### src/rtl/vga_timing_gen.sv
// Purpose: VGA-style raster timing generator (sync, blanking, position, frame count).
// Latency: every output is registered; the position presented is the one held by
//          the next-position counters at the enabled edge. Backpressure: enable=0 freezes everything.
module vga_timing_gen #(
  parameter int H_ACTIVE = 640,
  parameter int H_FP     = 16,
  parameter int H_SYNC   = 96,
  parameter int H_BP     = 48,
  parameter int V_ACTIVE = 480,
  parameter int V_FP     = 10,
  parameter int V_SYNC   = 2,
  parameter int V_BP     = 33,
  parameter int H_POL    = 0,
  parameter int V_POL    = 0,
  parameter int CNT_W    = 12,
  parameter int FRM_W    = 8
) (
  input  logic             pixelClock,
  input  logic             resetN,
  input  logic             enable,
  output logic             hSync,
  output logic             vSync,
  output logic             draw,
  output logic [CNT_W-1:0] x,
  output logic [CNT_W-1:0] y,
  output logic             lineStart,
  output logic             frameStart,
  output logic [FRM_W-1:0] frameCount
);

  localparam int H_TOTAL = H_ACTIVE + H_FP + H_SYNC + H_BP;
  localparam int V_TOTAL = V_ACTIVE + V_FP + V_SYNC + V_BP;

  // Reject degenerate timings and totals that do not fit the position counters.
  if (H_ACTIVE == 0 || H_FP == 0 || H_SYNC == 0 || H_BP == 0 ||
      V_ACTIVE == 0 || V_FP == 0 || V_SYNC == 0 || V_BP == 0 ||
      CNT_W == 0 || FRM_W == 0 ||
      (H_TOTAL >> CNT_W) != 0 || (V_TOTAL >> CNT_W) != 0) begin : g_param_check
    $error("vga_timing_gen: illegal timing parameters");
  end

  localparam logic [CNT_W-1:0] ONE      = CNT_W'(1);
  localparam logic [CNT_W-1:0] H_LAST   = CNT_W'(H_TOTAL - 1);
  localparam logic [CNT_W-1:0] V_LAST   = CNT_W'(V_TOTAL - 1);
  localparam logic [CNT_W-1:0] H_VIS    = CNT_W'(H_ACTIVE);
  localparam logic [CNT_W-1:0] V_VIS    = CNT_W'(V_ACTIVE);
  localparam logic [CNT_W-1:0] HS_BEGIN = CNT_W'(H_ACTIVE + H_FP);
  localparam logic [CNT_W-1:0] HS_STOP  = CNT_W'(H_ACTIVE + H_FP + H_SYNC);
  localparam logic [CNT_W-1:0] VS_BEGIN = CNT_W'(V_ACTIVE + V_FP);
  localparam logic [CNT_W-1:0] VS_STOP  = CNT_W'(V_ACTIVE + V_FP + V_SYNC);
  localparam logic             H_ON     = (H_POL != 0);
  localparam logic             V_ON     = (V_POL != 0);

  logic [CNT_W-1:0] h_next_q, h_next_d;
  logic [CNT_W-1:0] v_next_q, v_next_d;
  logic [CNT_W-1:0] x_q, y_q;
  logic             hsync_q, vsync_q, draw_q, line_start_q, frame_start_q;
  logic [FRM_W-1:0] frame_cnt_q;
  // Set once the first frame of this reset epoch has started; that first
  // frameStart does not count as a completed frame.
  logic             seen_frame_q;

  logic hsync_d, vsync_d, draw_d, line_start_d, frame_start_d;

  // Next-position arithmetic: horizontal wrap carries into the line counter.
  always_comb begin
    h_next_d = h_next_q + ONE;
    v_next_d = v_next_q;
    if (h_next_q == H_LAST) begin
      h_next_d = '0;
      v_next_d = (v_next_q == V_LAST) ? '0 : v_next_q + ONE;
    end
  end

  // Decode every output from the position about to be presented so they stay aligned.
  always_comb begin
    draw_d        = (h_next_q < H_VIS) && (v_next_q < V_VIS);
    hsync_d       = ((h_next_q >= HS_BEGIN) && (h_next_q < HS_STOP)) ? H_ON : ~H_ON;
    vsync_d       = ((v_next_q >= VS_BEGIN) && (v_next_q < VS_STOP)) ? V_ON : ~V_ON;
    line_start_d  = (h_next_q == '0);
    frame_start_d = (h_next_q == '0) && (v_next_q == '0);
  end

  // Next-position counters advance only on enabled edges.
  always_ff @(posedge pixelClock or negedge resetN) begin
    if (!resetN) begin
      h_next_q <= '0;
      v_next_q <= '0;
    end else if (enable) begin
      h_next_q <= h_next_d;
      v_next_q <= v_next_d;
    end
  end

  // Registered outputs; pulses are dropped on disabled edges, levels hold.
  always_ff @(posedge pixelClock or negedge resetN) begin
    if (!resetN) begin
      x_q           <= '0;
      y_q           <= '0;
      draw_q        <= 1'b0;
      hsync_q       <= ~H_ON;
      vsync_q       <= ~V_ON;
      line_start_q  <= 1'b0;
      frame_start_q <= 1'b0;
      frame_cnt_q   <= '0;
      seen_frame_q  <= 1'b0;
    end else if (enable) begin
      x_q           <= h_next_q;
      y_q           <= v_next_q;
      draw_q        <= draw_d;
      hsync_q       <= hsync_d;
      vsync_q       <= vsync_d;
      line_start_q  <= line_start_d;
      frame_start_q <= frame_start_d;
      if (frame_start_d) begin
        seen_frame_q <= 1'b1;
        if (seen_frame_q) begin
          frame_cnt_q <= frame_cnt_q + FRM_W'(1);
        end
      end
    end else begin
      line_start_q  <= 1'b0;
      frame_start_q <= 1'b0;
    end
  end

  assign x          = x_q;
  assign y          = y_q;
  assign draw       = draw_q;
  assign hSync      = hsync_q;
  assign vSync      = vsync_q;
  assign lineStart  = line_start_q;
  assign frameStart = frame_start_q;
  assign frameCount = frame_cnt_q;

endmodule

### config.mk
export PLATFORM = sky130hd
export DESIGN_NAME = vga_timing_gen
export DESIGN_NICKNAME = d
export VERILOG_FILES = /design/src/rtl/vga_timing_gen.sv
export SDC_FILE = /design/constraint.sdc
export NUM_CORES = 1
export LEC_CHECK = 0
export CAP_MARGIN = 30
export CORE_ASPECT_RATIO = 2
export CORE_UTILIZATION = 40
export CTS_CLUSTER_SIZE = 25
export DETAILED_ROUTE_END_ITERATION = 7
export MAX_ROUTING_LAYER = met4
export PLACE_DENSITY_LB_ADDON = 0.12
export SYNTH_ARGS = -nofsm -noshare
export SYNTH_HDL_FRONTEND = slang
export SYNTH_SLANG_ARGS = --single-unit
### constraint.sdc
create_clock -name pixelClock -period 5.03 [get_ports pixelClock]
set_input_delay 1.006 -clock pixelClock [delete_from_list [all_inputs] [get_ports pixelClock]]
set_output_delay 1.006 -clock pixelClock [all_outputs]
set_load 0.05 [all_outputs]
After elaboration in Yosys (flattened, before gate mapping)
Cells that the tools add are included.
Widths: inputs -> output; s select.
{"block": "totals", "wordCells": 37, "latch_bits": 0, "romBits": 0, "regBits": 62, "mem_bits_rw": 0, "mem_count": 0, "out_inout_bits": 37, "input_bits": 3}
{"block": "op_classes", "div_mod_pow": 0, "eq_ne": 2, "order_cmp": 6, "mux": 6, "multipliers": 0, "add_sub_neg": 3, "n_bitwise": 0, "shift": 0, "reduce_logical": 9}
{"cell": "$add 12x1->12 const B", "count": 2}
{"cell": "$eq 12x10->1 const B", "count": 2}
{"cell": "$logic_not 12->1", "count": 2}
{"cell": "$lt 12x10->1 const B", "count": 2}
{"cell": "$lt 12x9->1 const B", "count": 2}
{"cell": "$mux 12", "count": 2}
{"cell": "$ge 12x10->1 const B", "count": 1}
{"cell": "$ge 12x9->1 const B", "count": 1}
{"cell": "$add 8x1->8 const B", "count": 1}
{"cell": "$logic_and 1x1->1", "count": 4}
{"cell": "$mux 1", "count": 4}
{"cell": "$reduce_and 2->1", "count": 2}
{"cell": "$reduce_and 3->1", "count": 1}

Logic depth before layout (Yosys ltp)
{"block": "depth", "depth_word": 3, "depth_mapped": 7, "depth_no_buf": 7}

Worst setup path after synthesis
Ideal clock, no wire load.
{"block": "synth_path", "path_type": "input to register", "from": "input port enable", "to": "register v_next_q[9]", "path_buffers": 0, "setup_ns": 0.120, "setup_slack_ns": 2.469, "arrival_time_ns": 2.441, "cell_stages": 5, "path_cell_list": "nand4_1 > or4_4 > nor3_4 > a221oi_1 > a31o_1"}
{"block": "synth_via", "elab_chain_len": 1}
{"element": "from (decl)", "line": "20", "source": "input logic enable,"}
{"element": "$reduce_and 2->1 (no source line)"}
{"element": "to (signal assigned)", "line": "91", "source": "v_next_q <= v_next_d;"}
{"element": "to (decl)", "line": "55", "source": "logic [CNT_W-1:0] v_next_q, v_next_d;"}
Every way passes these cells.
A chain may end at the register's enable or synchronous reset.

Worst setup path after layout
{"block": "layout_path", "from": "input port enable", "to": "register frame_cnt_q[1], in the netlist frameCount[1]"}
{"block": "layout_via", "elab_chain_len": 1}
{"element": "$reduce_and 3->1 (no source line)"}
{"element": "to (signal assigned)", "line": "118", "source": "frame_cnt_q <= frame_cnt_q + FRM_W'(1);"}
{"element": "to (decl)", "line": "58", "source": "logic [FRM_W-1:0] frame_cnt_q;"}
Every way passes these cells.

==> flow_summary_export.csv <==
group,metric,value,unit
global_route,grt_pass1_wl,9846,microns
clock_tree,root_buffer,"clkbuf_16",
logic_synthesis,synth_edf_count,0,
drt,dr.pass1.iters,4,
placement,dp_hpwl,4017,microns
logic_synthesis,yosysTopAreaCellShare,53.96,%
clock_tree,cts_tree,"yes",
floorplan,row_count,42,
clock_tree,cts_max_level,3,
global_route,grt_max_degree,63,
placement,gp_congestion,0.8808,
power_and_ir_drop,seq_power_share,43.2,%
clock_tree,cts_made_buffers,9,
logic_synthesis,synth_cells,232,
logic_synthesis,synth_most_common_cell,"dfrtp_1",
critical_path,cp_max_fo,40,
drt,drc_errors,0,
drt,first_iter_violations,95,
critical_path,slowest_stage,"clkdlybuf4s50_1",
power_and_ir_drop,power.switching,409.7,uW
drt,viasPerCell,5.251,
status,outcome,"complete, no violations",
floorplan,ios,40,
drt,wl,5660,microns
floorplan,die_h,120.0,microns
drt,wl_met1,2191,microns
logic_synthesis,async_flop_share,100.0,%
logic_synthesis,yosysTopAreaCell,"dfrtp_1",
timing,rsz0062_at_grt,"no",
critical_path,required,5.24,ns
power_and_ir_drop,ir_worst_vdd,263.8,uV
timing,period_minus_slack,3.112,ns
global_route,antenna_found_initial,0,
drt,top_layer_used,"met4",
logic_synthesis,synth_area_leaders,"dfrtp_1 54%, mux2_2 9.7%, xnor2_1 5.0%, nand4_1 2.5%, nand2_1 2.4%",
timing,finClkSkew,0.003723,ns
logic_synthesis,netlist_area,2783,sq um
final_layout,post-route-util,52.66,%
logic_synthesis,synth_ff_type,"dfrtp_1",
logic_synthesis,ys_seq_elements,62,
drt,met2_wirelength,3146,microns
power_and_ir_drop,p_int,982.1,uW
placement,port_buffers,39,
timing,max_clock_freq,321.3,MHz
power_and_ir_drop,power_frac_comb,17.3,%
critical_path,slowest_delay,0.48,ns
power_and_ir_drop,fin_total_pwr,1.392,mW
floorplan,start_util,41.69,%
final_layout,drive_gt1_share,17.27,%
timing,hold_violations,0,
clock_tree,clkLatencyLatePin,0.33,ns
critical_path,path_cells,"clkdlybuf4s50_1 -> buf_4 -> nor4b_1 -> nand3b_1 -> nor4_4 -> nand2_1 -> mux2_1",
timing,setup_violations,0,
min_path,hold_class,"reg2reg",
drt,wire_per_inst,15.46,microns
final_layout,area_growth,26.30,%
timing,tns,0,ns
power_and_ir_drop,power_density,396.0,nW/um^2
clock_tree,cts_resized,0,
timing,maxSlewHeadroom,47.65,%
logic_synthesis,avgSynthCellArea,11.99,sq um
logic_synthesis,synthTopCellsByCount,"60 x dfrtp_1, 24 x mux2_2, 18 x nand2_1",
power_and_ir_drop,power_frac_clock,39.5,%
critical_path,criticalPathCategory,"in2reg",
critical_path,startpoint_type,"input port",
critical_path,cp-end-kind,"register",
clock_tree,clk_pin_slew,0.05,ns
logic_synthesis,ys_seq_area_share,55.85,%
drt,vias,1922,
floorplan,fp.dieW,60.98,microns
clock_tree,post-cts-setup-buffers,0,
global_route,overflow,0,
flow_run,max_cap_viol_count,0,
logic_synthesis,ys_warn_count,0,
critical_path,cp.arrival,3.32,ns
floorplan,die_area,7314,sq um
timing,slew_viol_final,0,
drt,ant_nets,0,
power_and_ir_drop,p_leak,1.524,nW
clock_tree,postCtsHoldBufs,0,
timing,tightestPinTransition,0.7852,ns
global_route,grt_pass1_vias,2032,
clock_tree,clock_sinks,62,
global_route,track_usage,19.20,%
final_layout,n_antenna_cell,0,
clock_tree,cts_buffer_depth,2,
drt,met3_length,143,microns
logic_synthesis,synthesis.nets,240,
timing,period_share,61.87,%
floorplan,core-area,6674,sq um
power_and_ir_drop,switching_share,29.44,%
final_layout,finalNetCount,281,
logic_synthesis,ys_types,43,
## registers in the layout, indices dropped and copies added, names as in the netlist
| signal | flops |
|---|---|
| x | 12 |
| lineStart | 1 |
| seen_frame_q | 1 |
| vSync | 1 |
| v_next_q | 12 |
| draw | 1 |
| h_next_q | 12 |
| y | 12 |
| hSync | 1 |
| frameStart | 1 |
| frameCount | 8 |
## worst max-delay path: cells and delay by family
kind / cells / cell delay (ns)
AND/OR/NAND/NOR: 4 / 1.10
multiplexers: 1 / 0.32
buffers and inverters: 2 / 0.88
## power by group through the flow
stage          registers (mW)  clock network, mW  logic, mW
6_report                0.602              0.550      0.240
5_1_grt                 0.610              0.586      0.259
4_1_cts                 0.602              0.561      0.243
3_5_place_dp            0.610                  0      0.242
3_3_place_gp            0.611                  0      0.241
2_1_floorplan           0.653                  0      0.115
## worst paths after layout
check                                     startpoint                         to  slack (ns)  cells past startpoint
setup / recovery                              enable  frameCount[1]$_DFFE_PN0P_        1.92                      7
hold / removal             frameCount[7]$_DFFE_PN0P_  frameCount[7]$_DFFE_PN0P_        0.49                      1
setup reg to reg             h_next_q[0]$_DFFE_PN0P_    v_next_q[9]$_DFFE_PN0P_        2.54                      6
hold reg to reg            frameCount[7]$_DFFE_PN0P_  frameCount[7]$_DFFE_PN0P_        0.49                      1
max in group asynchronous                     resetN           x[1]$_DFFE_PN0P_        3.66                      2
min in group asynchronous                     resetN  frameCount[2]$_DFFE_PN0P_        0.83                      2
## per-stage QoR
step                      setup slack, ns  std cells  hold WS [ns]  cell area (sq um)
after global routing                1.730        366        0.5181               3515
after detailed placement            1.538        350        0.4815               3252
after floorplan                     2.469        232        0.4749               2783
after global placement              1.630        350        0.4650               3252
after CTS                           1.879        366        0.4917               3515
final                               1.918        366        0.4853               3515
## cells by family after synthesis
| kind of cell | count (synthesis) | share of synthesized area (%) |
|---|---|---|
| flip-flops | 62 | 55.85 |
| buffers and inverters | 20 | 2.698 |
| multiplexers | 25 | 10.12 |
| AND/OR/NAND/NOR | 78 | 17.99 |
| AO/OA/AOI/OAI | 22 | 4.811 |
| adder cells (fa/ha/maj) | 5 | 2.248 |
| XOR/XNOR | 20 | 6.295 |
## cells in the final DEF (no fill, tap or decap), types with 2 or more instances in the layout
master            n
xnor2_1          16
xor2_1            4
nand3_1           8
dfrtp_1          60
nor4_1            2
clkbuf_16         9
clkbuf_1          5
nand2b_1          4
o22ai_1           3
nand4_1          11
ha_1              5
mux2_2           24
nor4b_1           2
and3_1            2
o21ai_0           8
buf_4             2
and4_1            4
nor4_4            2
or4_4             2
nand2_1          18
o21ai_1           2
a21oi_1           3
and2_1            2
o31ai_1           2
nor3_1            3
nor2b_1           2
inv_1             9
nor2_1            6
clkdlybuf4s50_1  38
dfstp_2           2
## layout make-up
class | count | area (sq um)
clock buffer | 15 | 257.7
clock inverter | 1 | 5.005
fill | 623 | 3159
inverter | 9 | 33.78
multi-input combinational | 150 | 1154
sequential | 62 | 1554
tap | 88 | 110.1
timing repair buffer | 41 | 400.4
## routing by layer
layer  vias up  global-route usage, %
met1       967                  21.18
met2        36                  30.84
met3        12                  3.556
met4         0                  11.79
li1        907                      -
met5         -                      -
(Power assumes the default switching activity.)
